--- config.mk ---
export PLATFORM = sky130hd
export DESIGN_NAME = pipe_ctrl_flat
export DESIGN_NICKNAME = d
export VERILOG_FILES = /design/src/rtl/pipe_pkg.sv /design/src/rtl/pipe_ctrl_if.sv /design/src/rtl/pipe_hazard_cmp.sv /design/src/rtl/pipe_ctrl.sv /design/src/flat_wrapper.sv
export SDC_FILE = /design/constraint.sdc
export NUM_CORES = 1
export LEC_CHECK = 0
export ABC_AREA = 1
export CAP_MARGIN = 30
export CORE_MARGIN = 4
export CORE_UTILIZATION = 40
export CTS_CLUSTER_SIZE = 25
export DETAILED_ROUTE_END_ITERATION = 8
export HOLD_SLACK_MARGIN = 0.02
export PLACE_DENSITY = 0.77
export SLEW_MARGIN = 20
export SYNTH_ARGS = -nofsm -noshare
export SYNTH_HDL_FRONTEND = slang
export SYNTH_HIERARCHICAL = 1
export SYNTH_SLANG_ARGS = --single-unit
--- constraint.sdc ---
create_clock -name clk -period 4.15 [get_ports clk]
set_input_delay 0.83 -clock clk [delete_from_list [all_inputs] [get_ports clk]]
set_output_delay 0.83 -clock clk [all_outputs]
set_load 0.05 [all_outputs]
--- src/rtl/pipe_pkg.sv ---
// ============================================================================
// pipe_pkg : shared state encoding, register constants and latency defaults
// Revision : 1.0
// ============================================================================
`default_nettype none

package pipe_pkg;

  typedef enum logic [1:0] {
    ST_RUN    = 2'd0,
    ST_LDBR   = 2'd1,
    ST_MDBUSY = 2'd2,
    ST_BAD    = 2'd3
  } pipe_state_e;

  localparam logic [4:0] REG_ZERO       = 5'd0;
  localparam int         MUL_CYCLES_DEF = 4;
  localparam int         DIV_CYCLES_DEF = 32;

  // Countdown start value: the unit finishes when the counter reaches zero.
  function automatic logic [5:0] md_load(input logic op, input int mul_cyc, input int div_cyc);
    return op ? 6'(div_cyc - 1) : 6'(mul_cyc - 1);
  endfunction

endpackage

`default_nettype wire

--- src/rtl/pipe_ctrl_if.sv ---
// ============================================================================
// pipe_ctrl_if : hazard inputs and stall/flush controls of the pipeline
// Revision     : 1.0
// ============================================================================
`default_nettype none

interface pipe_ctrl_if;

  logic       MemR_EX;
  logic [4:0] EX_rfWeSel;
  logic       EX_rfWe;
  logic [4:0] rfReSel1;
  logic [4:0] rfReSel2;
  logic       Branch;
  logic       br_taken;
  logic       md_req;
  logic       md_op;

  logic       pc_we;
  logic       ifid_we;
  logic       ifid_flush;
  logic       Nop;
  logic       md_start;
  logic       md_busy;
  logic       md_done;
  logic [1:0] state;

  modport master (
    output MemR_EX, EX_rfWeSel, EX_rfWe, rfReSel1, rfReSel2,
           Branch, br_taken, md_req, md_op,
    input  pc_we, ifid_we, ifid_flush, Nop, md_start, md_busy, md_done, state
  );

  modport slave (
    input  MemR_EX, EX_rfWeSel, EX_rfWe, rfReSel1, rfReSel2,
           Branch, br_taken, md_req, md_op,
    output pc_we, ifid_we, ifid_flush, Nop, md_start, md_busy, md_done, state
  );

endinterface

`default_nettype wire

--- src/rtl/pipe_hazard_cmp.sv ---
// ============================================================================
// pipe_hazard_cmp : EX-destination vs ID-source match, load-use / branch-ALU
// Revision        : 1.0
// ============================================================================
`default_nettype none

module pipe_hazard_cmp
  import pipe_pkg::*;
(
  input  logic       mem_r_ex_i,
  input  logic       ex_we_i,
  input  logic [4:0] ex_rd_i,
  input  logic [4:0] rs1_i,
  input  logic [4:0] rs2_i,
  input  logic       branch_i,
  output logic       load_use_o,
  output logic       branch_alu_o
);

  logic rd_valid;
  logic match;

  assign rd_valid     = (ex_rd_i != REG_ZERO);
  assign match        = rd_valid && ((ex_rd_i == rs1_i) || (ex_rd_i == rs2_i));
  assign load_use_o   = mem_r_ex_i && match;
  // Branches resolve in ID, so an ALU result still in EX must be waited for.
  assign branch_alu_o = branch_i && ex_we_i && !mem_r_ex_i && match;

endmodule

`default_nettype wire

--- src/rtl/pipe_ctrl.sv ---
// ============================================================================
// pipe_ctrl : pipeline stall/flush controller with mult/div busy sequencing
// Revision  : 1.0
// ============================================================================
`default_nettype none

module pipe_ctrl
  import pipe_pkg::*;
#(
  parameter int MUL_CYCLES = MUL_CYCLES_DEF,
  parameter int DIV_CYCLES = DIV_CYCLES_DEF
) (
  input  logic        clk,
  input  logic        rst_n,
  pipe_ctrl_if.slave  bus
);

  pipe_state_e state_q, state_d;
  logic [5:0]  cnt_q, cnt_d;
  logic        load_use;
  logic        branch_alu;
  logic        hazard;

  logic pc_we, ifid_we, ifid_flush, nop, md_start, md_busy, md_done;

  pipe_hazard_cmp u_cmp (
    .mem_r_ex_i   (bus.MemR_EX),
    .ex_we_i      (bus.EX_rfWe),
    .ex_rd_i      (bus.EX_rfWeSel),
    .rs1_i        (bus.rfReSel1),
    .rs2_i        (bus.rfReSel2),
    .branch_i     (bus.Branch),
    .load_use_o   (load_use),
    .branch_alu_o (branch_alu)
  );

  assign hazard = load_use || branch_alu;

  always_ff @(posedge clk or negedge rst_n) begin
    if (!rst_n) begin
      state_q <= ST_RUN;
      cnt_q   <= '0;
    end else begin
      state_q <= state_d;
      cnt_q   <= cnt_d;
    end
  end

  always_comb begin
    state_d = state_q;
    cnt_d   = cnt_q;
    case (state_q)
      ST_RUN: begin
        if (load_use) begin
          state_d = bus.Branch ? ST_LDBR : ST_RUN;
        end else if (branch_alu) begin
          state_d = ST_RUN;
        end else if (bus.Branch && bus.br_taken) begin
          state_d = ST_RUN;
        end else if (bus.md_req) begin
          state_d = ST_MDBUSY;
          cnt_d   = md_load(bus.md_op, MUL_CYCLES, DIV_CYCLES);
        end
      end
      ST_LDBR:   state_d = ST_RUN;
      ST_MDBUSY: begin
        if (cnt_q == 6'd0) state_d = ST_RUN;
        else               cnt_d   = cnt_q - 6'd1;
      end
      default:   state_d = ST_RUN;
    endcase
  end

  // Stall values are the default so reset and the unused encoding share them.
  always_comb begin
    pc_we      = 1'b0;
    ifid_we    = 1'b0;
    ifid_flush = 1'b0;
    nop        = 1'b1;
    md_start   = 1'b0;
    md_busy    = 1'b0;
    md_done    = 1'b0;
    if (rst_n) begin
      case (state_q)
        ST_RUN: begin
          if (hazard) begin
            nop = 1'b1;
          end else if (bus.Branch && bus.br_taken) begin
            pc_we      = 1'b1;
            ifid_we    = 1'b1;
            ifid_flush = 1'b1;
            nop        = 1'b0;
          end else if (bus.md_req) begin
            md_start = 1'b1;
          end else begin
            pc_we   = 1'b1;
            ifid_we = 1'b1;
            nop     = 1'b0;
          end
        end
        ST_MDBUSY: begin
          if (cnt_q == 6'd0) begin
            md_done = 1'b1;
            pc_we   = 1'b1;
            ifid_we = 1'b1;
            nop     = 1'b0;
          end else begin
            md_busy = 1'b1;
          end
        end
        default: nop = 1'b1;
      endcase
    end
  end

  assign bus.pc_we      = pc_we;
  assign bus.ifid_we    = ifid_we;
  assign bus.ifid_flush = ifid_flush;
  assign bus.Nop        = nop;
  assign bus.md_start   = md_start;
  assign bus.md_busy    = md_busy;
  assign bus.md_done    = md_done;
  assign bus.state      = state_q;

endmodule

`default_nettype wire
--- src/flat_wrapper.sv ---
// flat-port wrapper written by rule: the top's interface ports become plain ports
module pipe_ctrl_flat import pipe_pkg::*;
#(
  parameter int MUL_CYCLES = MUL_CYCLES_DEF,
  parameter int DIV_CYCLES = DIV_CYCLES_DEF
)
  (clk, rst_n, bus_MemR_EX, bus_EX_rfWeSel, bus_EX_rfWe, bus_rfReSel1, bus_rfReSel2, bus_Branch, bus_br_taken, bus_md_req, bus_md_op, bus_pc_we, bus_ifid_we, bus_ifid_flush, bus_Nop, bus_md_start, bus_md_busy, bus_md_done, bus_state);
  pipe_ctrl_if bus_i ();
  input  logic clk;
  input  logic rst_n;
  input wire logic [$bits(bus_i.MemR_EX)-1:0] bus_MemR_EX;
  input wire logic [$bits(bus_i.EX_rfWeSel)-1:0] bus_EX_rfWeSel;
  input wire logic [$bits(bus_i.EX_rfWe)-1:0] bus_EX_rfWe;
  input wire logic [$bits(bus_i.rfReSel1)-1:0] bus_rfReSel1;
  input wire logic [$bits(bus_i.rfReSel2)-1:0] bus_rfReSel2;
  input wire logic [$bits(bus_i.Branch)-1:0] bus_Branch;
  input wire logic [$bits(bus_i.br_taken)-1:0] bus_br_taken;
  input wire logic [$bits(bus_i.md_req)-1:0] bus_md_req;
  input wire logic [$bits(bus_i.md_op)-1:0] bus_md_op;
  output wire logic [$bits(bus_i.pc_we)-1:0] bus_pc_we;
  output wire logic [$bits(bus_i.ifid_we)-1:0] bus_ifid_we;
  output wire logic [$bits(bus_i.ifid_flush)-1:0] bus_ifid_flush;
  output wire logic [$bits(bus_i.Nop)-1:0] bus_Nop;
  output wire logic [$bits(bus_i.md_start)-1:0] bus_md_start;
  output wire logic [$bits(bus_i.md_busy)-1:0] bus_md_busy;
  output wire logic [$bits(bus_i.md_done)-1:0] bus_md_done;
  output wire logic [$bits(bus_i.state)-1:0] bus_state;
  assign bus_i.MemR_EX = bus_MemR_EX;
  assign bus_i.EX_rfWeSel = bus_EX_rfWeSel;
  assign bus_i.EX_rfWe = bus_EX_rfWe;
  assign bus_i.rfReSel1 = bus_rfReSel1;
  assign bus_i.rfReSel2 = bus_rfReSel2;
  assign bus_i.Branch = bus_Branch;
  assign bus_i.br_taken = bus_br_taken;
  assign bus_i.md_req = bus_md_req;
  assign bus_i.md_op = bus_md_op;
  assign bus_pc_we = bus_i.pc_we;
  assign bus_ifid_we = bus_i.ifid_we;
  assign bus_ifid_flush = bus_i.ifid_flush;
  assign bus_Nop = bus_i.Nop;
  assign bus_md_start = bus_i.md_start;
  assign bus_md_busy = bus_i.md_busy;
  assign bus_md_done = bus_i.md_done;
  assign bus_state = bus_i.state;
  pipe_ctrl #(.MUL_CYCLES(MUL_CYCLES), .DIV_CYCLES(DIV_CYCLES)) u_core (.clk(clk), .rst_n(rst_n), .bus(bus_i));
endmodule
### Yosys cells after proc, flatten, opt, wreduce, memory -nomap -nowiden

Cells that the tools add are included.

* bits in writable memories: 0
* register bits after elaboration: 8
* memories kept: 0
* memory bits (read-only): 0
* latch bits: 0
* output and inout port bits: 9
* word-level logic and storage cells: 65

* multiply operators: 0
* add/subtract/negate cells: 1
* shift operators: 0
* bitwise operators: 0
* divide/modulo/power cells: 0
* reductions and logical operators: 15
* equal/unequal tests: 10
* magnitude comparators: 0
* multiplexer cells: 37

Operators by type and width (number)
* $mux 6: 5
* $mux 1: 22
* $pmux 6 s2: 1
* $eq 5x5->1: 2
* $mux 2: 5
* $ne 2x2->1 const B: 5
* $logic_and 1x1->1: 6
* $logic_not 6->1: 1
* $reduce_and 6->1: 1
* $sub 6x1->6 const B: 1
* $mux 5: 1
* $ne 5x2->1 const B: 1
* $reduce_bool 5->1: 1
* $pmux 1 s2: 2
* $pmux 2 s2: 1
* $eq 2x2->1 const B: 1
* $logic_not 2->1: 1
* $logic_or 1x1->1: 2
* $ne 2x1->1 const B: 1
* $reduce_and 2->1: 1
* $reduce_bool 2->1: 1
* $logic_not 1->1: 1

### Logic depth before layout (Yosys ltp)

Gate-level depths: netlist (run 1).

* word-level depth: 8
* gate-level depth with buffers: 14

### Hierarchy

The synthesis (run 1) kept the hierarchy.

By module, submodules not included
* pipe_ctrl: area an instance 598.1 um2, cells each 81, times used 1
* pipe_hazard_cmp: area an instance 215.2 um2, cells each 53, times used 1

### Worst setup path after synthesis (run 1)

OpenSTA, ideal clock, no wires.

* kind: input -> output
* from: in bus_EX_rfWeSel[1]
* to: out bus_pc_we
* data arrival time: 2626 ps
* data required time: 3320 ps
* slack: 694 ps
* stages: 14
* buffers on the path: 1
* cells stage by stage: inv_1 > nand2_1 > nand2_1 > nor2_1 > nand3_1 > nand2_1 > nand2_1 > nor2_1 > nor2_2 > nand2_1 > a21oi_1 > nand3_2 > inv_1 > buf_4

* longest elaborated chain between the ends: 8
* elaborated cells on any way between the ends: 11

RTL lines
* from (decl): RTL line flat_wrapper.sv:12 `input wire logic [$bits(bus_i.EX_rfWeSel)-1:0] bus_EX_rfWeSel;`
* $eq 5x5->1: RTL line pipe_hazard_cmp.sv:24 `assign match = rd_valid && ((ex_rd_i == rs1_i) || (ex_rd_i == rs2_i));`
* $logic_or 1x1->1: RTL line pipe_hazard_cmp.sv:24
* $logic_and 1x1->1 (*): RTL line pipe_hazard_cmp.sv:24
* $logic_and 1x1->1 (*): RTL line pipe_hazard_cmp.sv:25 `assign load_use_o = mem_r_ex_i && match;`
* named net u_core.load_use: RTL line pipe_ctrl.sv:20 `logic load_use;`
* $logic_or 1x1->1 (*): RTL line pipe_ctrl.sv:37 `assign hazard = load_use || branch_alu;`
* $mux 1 (*)
* $pmux 1 s2 (*)
* $mux 1 (*)
* to (decl): RTL line flat_wrapper.sv:20 `output wire logic [$bits(bus_i.pc_we)-1:0] bus_pc_we;`

The timed path passes the listed nets; every way through them passes the cells marked *.

### Final worst setup path (run 1)

* from: in bus_EX_rfWeSel[3]
* to: out bus_ifid_we

* longest elaborated chain between the ends: 8
* elaborated cells on any way between the ends: 11

RTL lines
* $eq 5x5->1: RTL line pipe_hazard_cmp.sv:24
* $logic_or 1x1->1: RTL line pipe_hazard_cmp.sv:24
* $logic_and 1x1->1 (*): RTL line pipe_hazard_cmp.sv:24
* $logic_and 1x1->1 (*): RTL line pipe_hazard_cmp.sv:25
* named net u_core.load_use: RTL line pipe_ctrl.sv:20
* $logic_or 1x1->1 (*): RTL line pipe_ctrl.sv:37
* $mux 1 (*): RTL line pipe_ctrl.sv:86 `if (hazard) begin`
* $pmux 1 s2 (*): RTL line pipe_ctrl.sv:84 `case (state_q)`
* $mux 1 (*): RTL line pipe_ctrl.sv:83 `if (rst_n) begin`
* to (decl): RTL line flat_wrapper.sv:21 `output wire logic [$bits(bus_i.ifid_we)-1:0] bus_ifid_we;`

Marks and branches as above.

==> results of run 1 <==
through the flow:
stage	std cells	total power, mW	util
2_1_floorplan	134	0.0974	-
3_3_place_gp	192	0.127	0.590
3_5_place_dp	192	0.128	0.590
4_1_cts	195	0.192	0.601
5_1_grt	195	0.201	0.601
6_report	195	0.188	0.601
final timing paths:
check	endpoint	slack [ns]	cells past startpoint
setup / recovery	bus_ifid_we	0.69	14
setup reg to reg	u_core/cnt_q[4]	2.82	7
hold / removal	u_core/cnt_q[0]	0.48	2
min in group asynchronous	u_core/cnt_q[3]	0.86	2
max in group asynchronous	u_core/cnt_q[4]	3.13	2
hold reg to reg	u_core/cnt_q[0]	0.48	2
registers in the layout, indices dropped and copies added (netlist names):
name,count
u_core/cnt_q,6
u_core/bus.state,2
kinds of logic (layout without fill, tap and decap cells):
family	count (synthesis)	after routing
and+or+nand+nor	92	92
buffers and inverters	26	60
DFF	8	8
AOI/OAI and AO/OA	3	3
xor gates and xnor gates	3	3
adders and majority gates	2	2
per-layer routing:
layer / track usage / share of wire / vias up
met5: 0 / 0 / -
li1: - / - / 475
met3: 0.0310 / 0.059 / 7
met4: 0.115 / 0.038 / 0
met2: 0.281 / 0.49 / 29
met1: 0.187 / 0.42 / 367
final cells by class:
cell class | count | share of cell area
Clock buffer | 3 | 0.0193
Inverter | 25 | 0.0804
Multi-Input combinational cell | 100 | 0.438
Sequential cell | 8 | 0.171
Tap cell | 27 | 0.0289
Timing Repair Buffer | 32 | 0.262
Yosys cell counts, types with 2 or more instances:
master,number
o21ai_0,2
inv_2,2
dfrtp_1,8
nor2_1,15
nor2_2,2
inv_1,23
xnor2_1,2
nand2_1,50
nor2_4,2
nand3_1,16
nand2_4,2
ha_1,2
nand4_4,2
power by group:
part	internal (mW)	leakage [nW]	switching, mW
Combinational	0.0270	0.534	0.0215
Sequential	0.0781	0.0979	0
Clock	0.0332	0.0138	0.0280
worst max-delay path, delay by kind of cell:
kind | cells | cell delay (ns)
AND/OR/NAND/NOR | 10 | 0.83
buffers and inverters | 3 | 0.82
AO/OA/AOI/OAI | 1 | 0.15
==> PnR_summary.wiki, run 1 <==
{| class="wikitable"
! Metric !! Value
|-
| Outcome || completed
|-
| Pin count of the biggest net entering global routing || 13
|-
| XOR/XNOR Fraction of Synth Area || 0.0323
|-
| Inserted Clock Buffers || 3
|-
| Total number of clock tree sinks || 8
|-
| Number of buffers between clock root and the deepest sink || 2
|-
| Crit-path most repeated cell || nand2_1
|-
| Data arrival time of the critical path || about 2.6 ns
|-
| Antenna violations before repair || 0
|-
| Crit path setup slack, layout || 0.688 ns
|-
| Reported max-cap violation count || 0
|-
| X dimension of the die || approximately 53 µm
|-
| Hold/Removal Path Class || flip-flop to flip-flop
|-
| Post-synthesis cell type with the largest combined area || dfrtp_1
|-
| Synthesized area per cell || approximately 6.1 µm²
|-
| Final setup vio count || 0
|-
| Synth unique cells || 19
|-
| Sequential cell area fraction in the yosys report || 0.246
|-
| Main combinational cell family by area after synthesis || simple AND/OR/NAND/NOR gates
|-
| Post-Synthesis Cell Area || about 810 µm²
|-
| Dominant register cell in the synthesized netlist || dfrtp_1
|-
| Total number of yosys warnings || 6
|-
| Ranking of synthesized cells by area || dfrtp_1 25%, nand2_1 23%, inv_1 11%
|-
| Area overhead of the layout relative to synthesis || 43.5%
|-
| Detailed-route via count || between 800 and 900
|-
| Worst IR Drop VDD || slightly above 0.08 mV
|-
| Setup repair bufs after CTS || 0
|-
| DR DRC count || 0
|-
| Clock input transition at the sequential cells of the worst setup and hold paths || roughly 0.05 ns
|-
| First drt pass iteration count || 4
|-
| Worst Hold Margin || around 0.48 ns
|-
| Critical path capture point type || output pin
|-
| Maximum single-stage delay on the critical path || 0.55 ns
|-
| P per Cell Area || 161 nW/µm²
|-
| Post-placement cell area || 1140 µm²
|-
| Minimum clock period after layout || ~3.5 ns
|-
| Worst hold path startpoint || u_core/cnt_q[0]
|-
| Die footprint || 2820 µm²
|-
| Worst setup startpoint || bus_EX_rfWeSel[3]
|-
| Count of final hold-check violations || 0
|-
| Number of ports placed on the die boundary || 32
|-
| Post-synthesis sequential element count || 8
|-
| Slowest-stage cell, CP || clkdlybuf4s50_1
|-
| Worst flop-to-flop path startpoint || u_core/cnt_q[0]
|-
| Effective utilization at floorplan || 0.419
|-
| Crit-path cells || clkdlybuf4s50_1, nand2_1, nand2_1, nor2_1, nand3_1, nand2_1, nand2_1, nor2_1, nor2_2, nand2_1, a21oi_1, nand3_2, inv_1, buf_4
|-
| Most used cells in the layout excluding fill and tap cells || 50 x nand2_1, 26 x clkdlybuf4s50_1, 23 x inv_1
|-
| Via/cell ratio || between 4 and 5
|-
| Post-cts gate resize count || 0
|-
| Die extent in y || between 50 and 60 µm
|-
| Post-synthesis instance total || ~130
|-
| Final-layout fill cell count || just under 200
|-
| Diodes inserted || 0
|-
| DR WL/cell || a little under 10 µm
|-
| CTS Hold Buffers Added || 0
|-
| Accumulated negative setup slack || 0 ns
|-
| CP max FO || 4
|-
| Post-route design area || between 1000 and 1500 µm²
|-
| Clock tree from TritonCTS || done
|-
| Final clock skew || 0.00927 ns
|-
| Core region area || slightly below 2000 µm²
|-
| HPWL after detailed placement || ~1600 µm
|-
| Adder-Cell Fraction of Synth Area || 0.0308
|-
| Post-Place Setup Slack || roughly 0.7 ns
|-
| GP Congestion || 0.749
|-
| Simple logic cell fraction of the synthesized area || 0.548
|-
| Number of flops mapped to enable cells by yosys || 0
|-
| Total number of H-tree levels || 1
|-
| Most common cell after layout, fill and taps aside || nand2_1
|-
| Wire length of the first global-routing pass || about 3400 µm
|-
| Worst skew pair latency || 0.26 ns
|-
| Layout Nets || between 150 and 200
|-
| Combined area of the multi-input logic cells || 512 µm²
|-
| Count of final max-slew check failures || 0
|-
| Antenna-violating nets left || 0
|-
| Static leakage || between 0.6 and 0.7 nW
|-
| DRT Wirelength || 1920 µm
|-
| Required time worst endpoint || around 3.3 ns
|-
| GRT Total Usage || 0.166
|-
| RSZ-0062 raised after global routing || no
|-
| Async SR Flop Fraction || 1.00
|-
| Portion of netlist area occupied by mux cells || 0
|-
| Layout cells sized above 1 || 0.119
|-
| Fraction of synthesized cell area taken by the top area cell type || 0.246
|-
| Vias in the first global route || 834
|-
| Final cycle utilization of the critical path || 0.834
|-
| Critical path class || input pin to output pin
|-
| Clock root buffer || clkbuf_4
|-
| Grt total ovfl || 0
|-
| Post-synthesis compound-gate area fraction || 0.0185
|-
| Area used by sequential logic in the layout || around 200 µm²
|-
| Placement row count || 16
|-
| Initial drt markers || 9
|-
| Syn_nets || 159
|-
| Slew at the pin with the worst max-slew slack || a little under 0.5 ns
|-
| Setup crit start kind || input pin
|-
| Maximum achievable frequency || between 200 and 300 MHz
|-
| Slew HR || 0.672
|-
| I/O Buffers || 31
|}
(Power assumes the default switching activity.)
==> run 2, diff against run 1 <==
CORE_UTILIZATION = 39   (was 40)
PLACE_DENSITY = 0.78   (was 0.77)
clock period = 2.83 ns   (was 4.15 ns; I/O delays follow)
==> run 2 against run 1 <==
Sequential cell count stayed put; clock skew decreased by 0.0072 ns; via count increased by 5.2%; count of clock-buffer cells in the layout did not move; critical path type unchanged; largest power group unchanged.
==> PnR_summary.wiki, run 2 (synthesized netlist as in run 1, its figures left out) <==
{| class="wikitable"
! Metric !! Value
|-
| Outcome || completed (unchanged)
|-
| Flip-flop count of the largest register after layout || 6 (unchanged)
|-
| Layout Nets || 200 (was 195)
|-
| Maximum single-stage delay on the critical path || 0.41 ns (was 0.55 ns)
|-
| Worst flop-to-flop path startpoint || u_core/cnt_q[0] (unchanged)
|-
| GP Congestion || 0.793 (was 0.749)
|-
| I/O Buffers || 31 (unchanged)
|-
| DR WL/cell || 10.9 µm (was 9.85 µm)
|-
| Setup crit start kind || input pin (unchanged)
|-
| Die footprint || 2880 µm² (was 2820 µm²)
|-
| Vias in the first global route || 888 (was 834)
|-
| CP max FO || 2 (was 4)
|-
| Slowest-stage cell, CP || clkdlybuf4s50_1 (unchanged)
|-
| Total number of H-tree levels || 1 (unchanged)
|-
| GR met2 Demand/Resource || 0.300 (was 0.281)
|-
| Area overhead of the layout relative to synthesis || 65.1% (was 43.5%)
|-
| Critical path capture point type || output pin (unchanged)
|-
| Register with the highest flop count || u_core/cnt_q (unchanged)
|-
| Met1 layer usage reported by global route || 0.159 (was 0.187)
|-
| Core region area || 1960 µm² (was 1940 µm²)
|-
| Data arrival time of the critical path || 2.18 ns (was 2.63 ns)
|-
| Sum of buffers and inverters on the critical path || 3 (unchanged)
|-
| Minimum clock period after layout || 2.75 ns
|-
| Grt total ovfl || 0 (unchanged)
|-
| Post-route design area || 1340 µm² (was 1170 µm²)
|-
| Count of final max-slew check failures || 0 (unchanged)
|-
| Required time worst endpoint || 2.26 ns (was 3.32 ns)
|-
| Final cycle utilization of the critical path || 0.970
|-
| Effective utilization at floorplan || 0.415 (was 0.419)
|-
| Most used cells in the layout excluding fill and tap cells || 48 x nand2_1, 22 x inv_1, 16 x nand3_1 (was 50 x nand2_1, 26 x clkdlybuf4s50_1, 23 x inv_1)
|-
| Antenna-violating nets left || 0 (unchanged)
|-
| X dimension of the die || 53.7 µm (was 53.1 µm)
|-
| Static leakage || 0.772 nW (was 0.646 nW)
|-
| Clock input transition at the sequential cells of the worst setup and hold paths || 0.05 ns (about the same)
|-
| P per Cell Area || 207 nW/µm² (was 161 nW/µm²)
|-
| Critical path class || input pin to output pin (unchanged)
|-
| Initial drt markers || 19 (was 9)
|-
| Pin count of the biggest net entering global routing || 10 (was 13)
|-
| Slew HR || 0.673 (was 0.672)
|-
| Final clock skew || 0.00205 ns (was 0.00927 ns)
|-
| Worst hold path startpoint || u_core/cnt_q[0] (unchanged)
|-
| Layer carrying the most global-route usage || met2 (unchanged)
|-
| Clock root buffer || clkbuf_4 (unchanged)
|-
| Layout cells sized above 1 || 0.197 (was 0.119)
|-
| Inserted Clock Buffers || 3 (unchanged)
|-
| Global-route met3 utilization || 0.0416 (was 0.0310)
|-
| Crit-path cells || clkdlybuf4s50_1, xnor2_1, nand3_1, nand2_1, nand2_2, nor2_4, nor2_4, nand2_2, a21oi_2, nand3_2, clkinvlp_4, buf_12 (was clkdlybuf4s50_1, nand2_1, nand2_1, nor2_1, nand3_1, nand2_1, nand2_1, nor2_1, nor2_2, nand2_1, a21oi_1, nand3_2, inv_1, buf_4)
|-
| Count of final hold-check violations || 0 (unchanged)
|-
| Final-layout fill cell count || 167 (was 198)
|-
| DR DRC count || 0 (unchanged)
|-
| Total number of clock tree sinks || 8 (unchanged)
|-
| Detailed-route via count || 924 (was 878)
|-
| Maximum achievable frequency || approximately 360 MHz
|-
| Final setup vio count || 0 (unchanged)
|-
| Cell class contributing the biggest share of worst-path delay || buffers and inverters (was simple AND/OR/NAND/NOR gates)
|-
| Most common cell after layout, fill and taps aside || nand2_1 (unchanged)
|-
| Number of buffers between clock root and the deepest sink || 2 (unchanged)
|-
| Worst IR Drop VDD || 0.121 mV (was 0.0828 mV)
|-
| GRT Total Usage || 0.164 (was 0.166)
|-
| Wire length of the first global-routing pass || 3410 µm (unchanged)
|-
| Die extent in y || 53.7 µm (was 53.1 µm)
|-
| HPWL after detailed placement || 1680 µm (was 1620 µm)
|-
| Worst skew pair latency || 0.25 ns (was 0.26 ns)
|-
| DRT Wirelength || 2180 µm (was 1920 µm)
|-
| Slew at the pin with the worst max-slew slack || 0.489 ns (was 0.491 ns)
|-
| Clock tree from TritonCTS || done (unchanged)
|-
| Accumulated negative setup slack || 0 ns (unchanged)
|-
| First drt pass iteration count || 4 (unchanged)
|-
| Worst setup startpoint || bus_rfReSel1[4] (was bus_EX_rfWeSel[3])
|-
| Reported max-cap violation count || 0 (unchanged)
|-
| Hold/Removal Path Class || flip-flop to flip-flop (unchanged)
|-
| Via/cell ratio || 4.62 (was 4.50)
|-
| Antenna violations before repair || 0 (unchanged)
|-
| Placement row count || 16 (unchanged)
|-
| Diodes inserted || 0 (unchanged)
|-
| Post-placement cell area || 1250 µm² (was 1140 µm²)
|-
| Number of ports placed on the die boundary || 32 (unchanged)
|}
[run 2: cell count changes in the layout (fill, tap and decap cells not counted), moves of 3 or more]
cell / change
dlygate4sd2_1: +5
nor2_4: +3
clkdlybuf4s50_1: -16
buf_12: +7
dlymetal6s2s_1: +8
[run 2: where the power goes]
part	switching, mW	internal (mW)
clock	0.0376	0.0484
sequential	0	0.114
combinational	0.0363	0.0410
[run 2: cell type report]
| type | instances | area [µm²] | share of cell area |
|---|---|---|---|
| multi-input cells | 100 | 546 | 0.406 |
| well taps | 27 | 33.8 | 0.0252 |
| clock buffers | 3 | 22.5 | 0.0168 |
| flip-flops and latches | 8 | 200 | 0.149 |
| repair buffers | 37 | 443 | 0.330 |
| inverters | 25 | 97.6 | 0.0727 |
[run 2: through the flow]
stage          power, mW  instances  setup slack, ns   util  hold slack [ns]
4_1_cts            0.281        199         0.000784  0.658            0.483
3_5_place_dp       0.191        195           -0.125  0.639            0.469
2_1_floorplan      0.143        134           0.0189      -            0.270
6_report           0.278        200           0.0838  0.684            0.477
5_1_grt            0.297        200          -0.0386  0.684            0.504
3_3_place_gp       0.190        195          -0.0420  0.639            0.470
[run 2: timing repair]
| item | CTS | global route |
|---|---|---|
| hold endpoints to repair | 0 | 0 |
| pin swaps | 7 | 12 |
| resized for setup | 10 | 15 |
| hold buffers | 0 | 0 |
| buffers inserted | 1 | 1 |
| endpoints found under the setup margin | 3 | 5 |
[run 2: worst min-delay path: cells and delay by family (launching register included)]
kind	cells	cell delay [ns]
and+or+nand+nor	2	0.10
DFF	1	0.34
[run 2: final timing paths]
kind	end	slack (ns)	depth (start not counted)
setup / recovery	bus_pc_we	0.08	12
hold / removal	u_core/cnt_q[0]	0.48	2
setup reg to reg	u_core/cnt_q[5]	1.49	7
hold reg to reg	u_core/cnt_q[0]	0.48	2
max in group asynchronous	u_core/cnt_q[1]	1.93	2
min in group asynchronous	u_core/bus.state[1]	0.76	2
[run 2: layer usage]
layer	part of all wire	wire, µm
met1	0.38	834
met2	0.55	1190
met3	0.057	124
met4	0.012	27
met5	0	0
==> run 3, diff against run 2 <==
CAP_MARGIN = not set   (was 30)
TNS_END_PERCENT = 10   (was not set)
==> results of run 3 <==
No change in the layout: final DEF, timing and power equal those of run 2.
